`config.mk`:
```
export PLATFORM = sky130hd
export DESIGN_NAME = fft_frame_sched_flat
export DESIGN_NICKNAME = d
export VERILOG_FILES = /design/src/rtl/fft_frame_sched_if.sv /design/src/rtl/fft_frame_sched.sv /design/src/flat_wrapper.sv
export SDC_FILE = /design/constraint.sdc
export NUM_CORES = 1
export LEC_CHECK = 0
export ABC_CLOCK_PERIOD_IN_PS = 2500
export BUFFER_PORTS_ARGS = -buffer_cell sky130_fd_sc_hd__buf_2
export CORE_UTILIZATION = 49
export CTS_CLUSTER_DIAMETER = 50
export DETAILED_ROUTE_END_ITERATION = 8
export GPL_ROUTABILITY_DRIVEN = 1
export PLACE_DENSITY = 0.8
export SYNTH_ARGS = -nofsm -noshare
export SYNTH_HDL_FRONTEND = slang
export SYNTH_SLANG_ARGS = --single-unit
```
`constraint.sdc`:
```
create_clock -name clk -period 2.5 [get_ports clk]
set_input_delay 0.125 -clock clk [delete_from_list [all_inputs] [get_ports clk]]
set_output_delay 0.125 -clock clk [all_outputs]
set_load 0.02 [all_outputs]
```
`src/rtl/fft_frame_sched_if.sv`:
```
// Bundle of the sample source, load-port, FFT-core and output-stream signals
// around the frame scheduler. The master modport is the scheduler itself,
// the slave modport is the surrounding environment (source, memory, core, sink).
// Handshake: a sample moves when in_valid and in_ready are both high on a rising
// clock edge; out_valid/ld_wr_en/fft_out_en are qualifiers with no backpressure.
interface fft_frame_sched_if #(
  parameter int bit_width = 29,
  parameter int SIZE      = 4
);
  logic                 in_valid;
  logic                 in_ready;
  logic [bit_width-1:0] in_re;
  logic [bit_width-1:0] in_im;
  logic                 ld_wr_en;
  logic [SIZE:0]        ld_wr_addr;
  logic [bit_width-1:0] ld_re;
  logic [bit_width-1:0] ld_im;
  logic                 mem_sel;
  logic                 fft_start;
  logic                 fft_out_en;
  logic [bit_width-1:0] fft_re;
  logic [bit_width-1:0] fft_im;
  logic                 out_valid;
  logic                 out_last;
  logic [bit_width-1:0] out_re;
  logic [bit_width-1:0] out_im;
  logic                 frame_done;
  logic [15:0]          frame_cnt;
  logic                 drop_err;
  logic                 tmo_err;
  logic [1:0]           dbg_state;

  modport master (
    input  in_valid, in_re, in_im, fft_out_en, fft_re, fft_im,
    output in_ready, ld_wr_en, ld_wr_addr, ld_re, ld_im, mem_sel, fft_start,
           out_valid, out_last, out_re, out_im, frame_done, frame_cnt,
           drop_err, tmo_err, dbg_state
  );

  modport slave (
    output in_valid, in_re, in_im, fft_out_en, fft_re, fft_im,
    input  in_ready, ld_wr_en, ld_wr_addr, ld_re, ld_im, mem_sel, fft_start,
           out_valid, out_last, out_re, out_im, frame_done, frame_cnt,
           drop_err, tmo_err, dbg_state
  );
endinterface

```
`src/rtl/fft_frame_sched.sv`:
```
// Frame scheduler for the in-place FFT core: LOAD N samples into the butterfly
// memory, pulse the core start, forward the N-beat result stream, then count
// the frame. A 16-bit watchdog aborts a RUN phase that never completes.
// Optional macro FFT_SCHED_BITREV_EN: load addresses are the bit-reversed
// sample index (decimation-in-time order); otherwise natural order.
// dbg_state exposes the FSM state: 0=LOAD 1=START 2=RUN 3=DONE.
module fft_frame_sched #(
  parameter int bit_width = 29,
  parameter int N         = 16,
  parameter int SIZE      = 4,
  parameter int TIMEOUT   = 1024
) (
  input  logic                clk,
  input  logic                rst_n,
  fft_frame_sched_if.master   bus
);

  typedef enum logic [1:0] {
    S_LOAD  = 2'd0,
    S_START = 2'd1,
    S_RUN   = 2'd2,
    S_DONE  = 2'd3
  } state_t;

  localparam logic [SIZE-1:0] LAST_IDX = SIZE'(N - 1);
  localparam logic [15:0]     WD_LIMIT = 16'(TIMEOUT - 1);

  state_t               state_q;
  logic                 in_ready_q;
  logic                 mem_sel_q;
  logic [SIZE-1:0]      load_cnt_q;
  logic [SIZE-1:0]      out_cnt_q;
  logic [15:0]          wd_q;
  logic                 ld_wr_en_q;
  logic [SIZE:0]        ld_wr_addr_q;
  logic [bit_width-1:0] ld_re_q;
  logic [bit_width-1:0] ld_im_q;
  logic                 fft_start_q;
  logic                 out_valid_q;
  logic                 out_last_q;
  logic [bit_width-1:0] out_re_q;
  logic [bit_width-1:0] out_im_q;
  logic                 frame_done_q;
  logic [15:0]          frame_cnt_q;
  logic                 drop_err_q;
  logic                 tmo_err_q;

  // Memory address for the k-th sample of a frame; MSB is always 0.
  function automatic logic [SIZE:0] load_addr(input logic [SIZE-1:0] cnt);
    logic [SIZE:0] a;
    a = '0;
`ifdef FFT_SCHED_BITREV_EN
    for (int i = 0; i < SIZE; i++) begin
      a[i] = cnt[SIZE-1-i];
    end
`else
    a[SIZE-1:0] = cnt;
`endif
    return a;
  endfunction

  // Frame FSM with all outputs registered; pulses default low every cycle.
  always_ff @(posedge clk or negedge rst_n) begin
    if (!rst_n) begin
      state_q      <= S_LOAD;
      in_ready_q   <= 1'b1;
      mem_sel_q    <= 1'b1;
      load_cnt_q   <= '0;
      out_cnt_q    <= '0;
      wd_q         <= '0;
      ld_wr_en_q   <= 1'b0;
      ld_wr_addr_q <= '0;
      ld_re_q      <= '0;
      ld_im_q      <= '0;
      fft_start_q  <= 1'b0;
      out_valid_q  <= 1'b0;
      out_last_q   <= 1'b0;
      out_re_q     <= '0;
      out_im_q     <= '0;
      frame_done_q <= 1'b0;
      frame_cnt_q  <= '0;
      drop_err_q   <= 1'b0;
      tmo_err_q    <= 1'b0;
    end else begin
      ld_wr_en_q   <= 1'b0;
      fft_start_q  <= 1'b0;
      out_valid_q  <= 1'b0;
      out_last_q   <= 1'b0;
      frame_done_q <= 1'b0;

      // A sample offered while not ready is lost; remember it until reset.
      if (bus.in_valid && !in_ready_q) begin
        drop_err_q <= 1'b1;
      end

      case (state_q)
        S_LOAD: begin
          if (bus.in_valid && in_ready_q) begin
            ld_wr_en_q   <= 1'b1;
            ld_wr_addr_q <= load_addr(load_cnt_q);
            ld_re_q      <= bus.in_re;
            ld_im_q      <= bus.in_im;
            load_cnt_q   <= load_cnt_q + 1'b1;
            if (load_cnt_q == LAST_IDX) begin
              state_q    <= S_START;
              in_ready_q <= 1'b0;
            end
          end
        end

        S_START: begin
          // Last load write lands this cycle; hand the memory port to the core.
          state_q     <= S_RUN;
          fft_start_q <= 1'b1;
          mem_sel_q   <= 1'b0;
          wd_q        <= '0;
        end

        S_RUN: begin
          if (bus.fft_out_en) begin
            out_valid_q <= 1'b1;
            out_re_q    <= bus.fft_re;
            out_im_q    <= bus.fft_im;
            out_last_q  <= (out_cnt_q == LAST_IDX);
            out_cnt_q   <= out_cnt_q + 1'b1;
          end
          // The final beat wins over a watchdog expiry in the same cycle.
          if (bus.fft_out_en && (out_cnt_q == LAST_IDX)) begin
            state_q <= S_DONE;
          end else if (wd_q == WD_LIMIT) begin
            state_q    <= S_LOAD;
            tmo_err_q  <= 1'b1;
            load_cnt_q <= '0;
            out_cnt_q  <= '0;
            wd_q       <= '0;
            mem_sel_q  <= 1'b1;
            in_ready_q <= 1'b1;
          end else begin
            wd_q <= wd_q + 1'b1;
          end
        end

        S_DONE: begin
          state_q      <= S_LOAD;
          frame_done_q <= 1'b1;
          frame_cnt_q  <= frame_cnt_q + 1'b1;
          load_cnt_q   <= '0;
          out_cnt_q    <= '0;
          wd_q         <= '0;
          mem_sel_q    <= 1'b1;
          in_ready_q   <= 1'b1;
        end

        default: begin
          state_q <= S_LOAD;
        end
      endcase
    end
  end

  assign bus.in_ready   = in_ready_q;
  assign bus.ld_wr_en   = ld_wr_en_q;
  assign bus.ld_wr_addr = ld_wr_addr_q;
  assign bus.ld_re      = ld_re_q;
  assign bus.ld_im      = ld_im_q;
  assign bus.mem_sel    = mem_sel_q;
  assign bus.fft_start  = fft_start_q;
  assign bus.out_valid  = out_valid_q;
  assign bus.out_last   = out_last_q;
  assign bus.out_re     = out_re_q;
  assign bus.out_im     = out_im_q;
  assign bus.frame_done = frame_done_q;
  assign bus.frame_cnt  = frame_cnt_q;
  assign bus.drop_err   = drop_err_q;
  assign bus.tmo_err    = tmo_err_q;
  assign bus.dbg_state  = state_q;

endmodule

```
`src/flat_wrapper.sv`:
```
// flat-port wrapper written by rule: the top's interface ports become plain ports
module fft_frame_sched_flat 
#(
  parameter int bit_width = 29,
  parameter int N         = 16,
  parameter int SIZE      = 4,
  parameter int TIMEOUT   = 1024
)
  (clk, rst_n, bus_in_valid, bus_in_re, bus_in_im, bus_fft_out_en, bus_fft_re, bus_fft_im, bus_in_ready, bus_ld_wr_en, bus_ld_wr_addr, bus_ld_re, bus_ld_im, bus_mem_sel, bus_fft_start, bus_out_valid, bus_out_last, bus_out_re, bus_out_im, bus_frame_done, bus_frame_cnt, bus_drop_err, bus_tmo_err, bus_dbg_state);
  fft_frame_sched_if #(.bit_width(bit_width), .SIZE(SIZE)) bus_i ();
  input  logic clk;
  input  logic rst_n;
  input wire logic [$bits(bus_i.in_valid)-1:0] bus_in_valid;
  input wire logic [$bits(bus_i.in_re)-1:0] bus_in_re;
  input wire logic [$bits(bus_i.in_im)-1:0] bus_in_im;
  input wire logic [$bits(bus_i.fft_out_en)-1:0] bus_fft_out_en;
  input wire logic [$bits(bus_i.fft_re)-1:0] bus_fft_re;
  input wire logic [$bits(bus_i.fft_im)-1:0] bus_fft_im;
  output wire logic [$bits(bus_i.in_ready)-1:0] bus_in_ready;
  output wire logic [$bits(bus_i.ld_wr_en)-1:0] bus_ld_wr_en;
  output wire logic [$bits(bus_i.ld_wr_addr)-1:0] bus_ld_wr_addr;
  output wire logic [$bits(bus_i.ld_re)-1:0] bus_ld_re;
  output wire logic [$bits(bus_i.ld_im)-1:0] bus_ld_im;
  output wire logic [$bits(bus_i.mem_sel)-1:0] bus_mem_sel;
  output wire logic [$bits(bus_i.fft_start)-1:0] bus_fft_start;
  output wire logic [$bits(bus_i.out_valid)-1:0] bus_out_valid;
  output wire logic [$bits(bus_i.out_last)-1:0] bus_out_last;
  output wire logic [$bits(bus_i.out_re)-1:0] bus_out_re;
  output wire logic [$bits(bus_i.out_im)-1:0] bus_out_im;
  output wire logic [$bits(bus_i.frame_done)-1:0] bus_frame_done;
  output wire logic [$bits(bus_i.frame_cnt)-1:0] bus_frame_cnt;
  output wire logic [$bits(bus_i.drop_err)-1:0] bus_drop_err;
  output wire logic [$bits(bus_i.tmo_err)-1:0] bus_tmo_err;
  output wire logic [$bits(bus_i.dbg_state)-1:0] bus_dbg_state;
  assign bus_i.in_valid = bus_in_valid;
  assign bus_i.in_re = bus_in_re;
  assign bus_i.in_im = bus_in_im;
  assign bus_i.fft_out_en = bus_fft_out_en;
  assign bus_i.fft_re = bus_fft_re;
  assign bus_i.fft_im = bus_fft_im;
  assign bus_in_ready = bus_i.in_ready;
  assign bus_ld_wr_en = bus_i.ld_wr_en;
  assign bus_ld_wr_addr = bus_i.ld_wr_addr;
  assign bus_ld_re = bus_i.ld_re;
  assign bus_ld_im = bus_i.ld_im;
  assign bus_mem_sel = bus_i.mem_sel;
  assign bus_fft_start = bus_i.fft_start;
  assign bus_out_valid = bus_i.out_valid;
  assign bus_out_last = bus_i.out_last;
  assign bus_out_re = bus_i.out_re;
  assign bus_out_im = bus_i.out_im;
  assign bus_frame_done = bus_i.frame_done;
  assign bus_frame_cnt = bus_i.frame_cnt;
  assign bus_drop_err = bus_i.drop_err;
  assign bus_tmo_err = bus_i.tmo_err;
  assign bus_dbg_state = bus_i.dbg_state;
  fft_frame_sched #(.bit_width(bit_width), .N(N), .SIZE(SIZE), .TIMEOUT(TIMEOUT)) u_core (.clk(clk), .rst_n(rst_n), .bus(bus_i));
endmodule
```
==> reports/qor.log <==
qor: placed_design.dp.cells 921
qor: detailed_routing.viasPerCell 5.282
qor: setup_path.path_depth 4
qor: job.max_cap_viol_count 0
qor: synth.ys_top_cells_by_area sky130_fd_sc_hd__dfrtp_1 61%, sky130_fd_sc_hd__mux2_2 20%, sky130_fd_sc_hd__a31oi_1 1.8%
qor: timing.report.final.slew_viol_count 0
qor: timing.tns 0 ps
qor: synth.per_instance_average_area_after_synthesis 14.08 um^2
qor: timing.final-hold-violation-count 0
qor: floorplanning.row_count 43
qor: detailed_routing.detail_route.wirelength 20070 um
qor: synth.yosys-top-cells-count 169 x sky130_fd_sc_hd__dfrtp_1, 121 x sky130_fd_sc_hd__mux2_2, 20 x sky130_fd_sc_hd__a31oi_1
qor: cts.cts_num_sinks 171
qor: synth.post-synth-top-area-fraction 61.18%
qor: grt.grt_max_degree 60
qor: timing.worst_max_slew_margin_expressed_relative_to_the_limit 49.93%
qor: setup_path.timing.critical_path.required 2850 ps
qor: setup_path.largest_fanout_on_the_critical_path 20
qor: synth.synth_warnings 0
qor: cts.deepest_level_of_the_cts_h_tree 4
qor: pwr.cellLeakagePower 5.588 nW
qor: setup_path.critical_path_buf_inv_count 0
qor: cells_and_area.multi_input_comb_area 2464 um^2
qor: grt.grt_first_pass_wirelength 31130 um
qor: timing.tightest_slew 751.1 ps
qor: synth.synthMostInstantiatedCell sky130_fd_sc_hd__dfrtp_1
qor: detailed_routing.first_iter_violations 342
qor: setup_path.worst_r2r_path_depth 4
qor: synth.syn_area 6913 um^2
qor: setup_path.worst_setup_path_end_kind register
qor: outcome.outcome finished, final reports clean
qor: timing.skew 9.340 ps
qor: setup_path.setup.worst_path.class reg -> reg
qor: detailed_routing.residual_antenna_violating_net_count_after_detailed_routing 0
qor: cts.cts_made_buffers 17
qor: hold_path.worstHoldPathCells 3
qor: hold_path.min-delay-path-class in -> reg
qor: grt.grt-ovfl-total 0
qor: detailed_routing.wl_per_cell 18.72 um
qor: cells_and_area.final_layout_size_suffix_gt1_share 49.05%
qor: floorplanning.floorplan.die_area 14590 um^2
qor: placed_design.port_buffers 266
qor: synth.synth.ff_latch_count 171
qor: synth.synth_sequential_area_ratio 61.94%
qor: detailed_routing.post_detailed_route_drc_marker_count 0
qor: setup_path.critPathArrivalTime 2450 ps
qor: cts.tritoncts yes
qor: pwr.power.density_cell_area 570.0 nW/um^2
qor: synth.number_of_nets_produced_by_synthesis 615
qor: floorplanning.die_wd 120.8 um
qor: cells_and_area.filler_cells 846
qor: synth.synth_largest_area_cell sky130_fd_sc_hd__dfrtp_1
qor: cells_and_area.layout.core_utilization 74.02%
qor: timing.final_min_period_over_clock_period 84.19%
qor: placed_design.finalWeightedCongestion 0.8201
qor: detailed_routing.vias 5662
qor: cts.cts.path.max_buffers 2
qor: synth.synthCells 491
qor: synth.synth-edff-count 0
qor: cells_and_area.register_area 4282 um^2
qor: floorplanning.io-pin-count 268
qor: timing.grt_setup_unrepaired no
qor: placed_design.hpwl_detailed 11830 um
qor: setup_path.cpPeakStageDelay 760 ps
qor: cts.insertion_delay 430 ps
qor: setup_path.crit_path_start_kind register
qor: grt.gr-usage-all-layers 28.19%
qor: floorplanning.initial_utilization 50.00%
qor: grt.grt_pass1_vias 6066
qor: timing.achievable-frequency 475.1 MHz
qor: cells_and_area.layout.nets 1002
qor: setup_path.timing.critical_path.cells and2_1 -> nand4_1 -> nor4_1 -> xor2_1
qor: floorplanning.core_area 13830 um^2
qor: timing.setup_violations 0
qor: synth.number_of_different_library_cells_in_the_post_synthesis_netlist 48
qor: grt.antenna_found_initial 1
qor: cts.clk_transition_reported_paths 60 ps
qor: floorplanning.dieHeight 120.8 um
qor: synth.synthArstFlopShare 100.0%
qor: cells_and_area.stdcell_count 1072
qor: synth.yosys_most_used_dff sky130_fd_sc_hd__dfrtp_1
qor: setup_path.cpLargestDelayFamily simple AND/OR/NAND/NOR gates
qor: detailed_routing.dr.pass1.iters 4
qor: cts.cts_root_buffer sky130_fd_sc_hd__clkbuf_16
qor: timing.finalCriticalPeriod 2105 ps
qor: cells_and_area.area_growth_syn_to_layout 48.05%
qor: pwr.vdd_drop_max 480.1 uV
qor: setup_path.cpMaxStageDelayCell sky130_fd_sc_hd__dfrtp_1
## final timing paths
| path | startpoint | to | slack, ps |
|---|---|---|---|
| max reg2reg | u_core.bus.dbg_state[1] | u_core.bus.frame_cnt[15] | 400 |
| max | u_core.bus.dbg_state[1] | u_core.bus.frame_cnt[15] | 400 |
| min in group asynchronous | rst_n | u_core.bus.out_im[14] | 200 |
| min | bus_fft_out_en | u_core.out_cnt_q[1] | 40 |
| max in group asynchronous | rst_n | u_core.bus.out_re[17] | 1450 |
| min reg2reg | u_core.bus.frame_cnt[15] | u_core.bus.frame_cnt[15] | 470 |
## report_power, final
group          internal [mW]  leakage (nW)         switching [mW]  total (mW)
Combinational          0.193          2.95                  0.120       0.314
Sequential              2.77          2.35  0.0000000000000000514        2.77
Clock                   1.59         0.290                   1.16        2.75
## flip-flops by register name, summed over array words and instances (netlist names)
signal and flops:
u_core.bus.ld_im 29, u_core.bus.ld_re 29, u_core.bus.out_im 29, u_core.bus.out_re 29, u_core.bus.frame_cnt 16, u_core.wd_q 16
u_core.bus.ld_wr_addr 4, u_core.load_cnt_q 4, u_core.out_cnt_q 4, u_core.bus.dbg_state 2, u_core.bus.drop_err 1, u_core.bus.fft_start 1
u_core.bus.frame_done 1, u_core.bus.in_ready 1, u_core.bus.ld_wr_en 1, u_core.bus.mem_sel 1, u_core.bus.out_last 1, u_core.bus.out_valid 1
u_core.bus.tmo_err 1
## metal layers
layer | GRT usage, % | vias to the layer above | part of all wire, %
met2 | 50.65 | 220 | 54
met3 | 6.462 | 67 | 4.5
met5 | 0 | - | 0.065
li1 | - | 2557 | -
met1 | 31.28 | 2816 | 37
met4 | 13.89 | 2 | 3.9
## final cells by class
cell class | instances | area share [%]
Clock buffer | 17 | 4.156
Inverter | 12 | 0.4401
Multi-Input combinational cell | 284 | 24.07
Sequential cell | 171 | 41.83
Tap cell | 180 | 2.200
Timing Repair Buffer | 392 | 25.44
Antenna cell | 1 | 0.02445
Clock inverter | 15 | 1.834
## through the flow
stage / worst slack, ps / hold WS (ps) / instance area, um^2 / total power [mW]
after detailed placement: 404.9 / 97.41 / 8438 / 2.977
final: 395.3 / 39.85 / 10230 / 5.834
after global routing: 168.7 / 42.40 / 10230 / 5.998
after global placement: 568.5 / 88.91 / 8438 / 2.969
after floorplan: 746.2 / -170.6 / 6913 / 2.826
after CTS: 397.5 / 26.38 / 10230 / 5.839
## repair_timing
action / CTS / global route
setup buffers: 0 / 0
hold buffers: 118 / 0
endpoints found under the hold margin: 163 / 0
resized for setup: 0 / 0
## layout by cell type, fill, tap and decap left out, types with 4 or more instances in the layout
master                          synthesis  layout
sky130_fd_sc_hd__inv_1                 11      11
sky130_fd_sc_hd__dfrtp_1              169     169
sky130_fd_sc_hd__nand3_1               15      14
sky130_fd_sc_hd__dlygate4sd3_1          0     118
sky130_fd_sc_hd__clkbuf_16              0      17
sky130_fd_sc_hd__mux2_2               121     121
sky130_fd_sc_hd__or4_1                  6       6
sky130_fd_sc_hd__nor2_1                 8       8
sky130_fd_sc_hd__nand4_1               10      10
sky130_fd_sc_hd__and4_1                 4       4
sky130_fd_sc_hd__nor3_1                 7       7
sky130_fd_sc_hd__xnor2_1                9       9
sky130_fd_sc_hd__nand2_1               16      16
sky130_fd_sc_hd__clkinvlp_4             0       4
sky130_fd_sc_hd__a31oi_1               20      20
sky130_fd_sc_hd__xor2_1                 9       9
sky130_fd_sc_hd__ha_1                   4       4
sky130_fd_sc_hd__buf_2                 15     265
sky130_fd_sc_hd__buf_4                  7       6
sky130_fd_sc_hd__a21oi_1                7       7
sky130_fd_sc_hd__o21ai_0                4       4
sky130_fd_sc_hd__nor4_1                 6       6
## worst register-to-register path, delay by kind of cell (launching register included)
kind                      cells  cell delay [ps]
and+or+nand+nor               3             1080
DFF                           1              760
xor gates and xnor gates      1              190
## cells by family after synthesis
family	count (synthesis)	synth area share [%]
flip-flops	171	61.94
multiplexers	123	20.00
AND/OR/NAND/NOR	86	7.276
AO/OA/AOI/OAI	52	5.014
buffers and inverters	36	2.715
XOR/XNOR	18	2.281
adder cells (fa/ha/maj)	4	0.7240
other	1	0.05425
No activity file was read; power rests on OpenSTA's default activity.
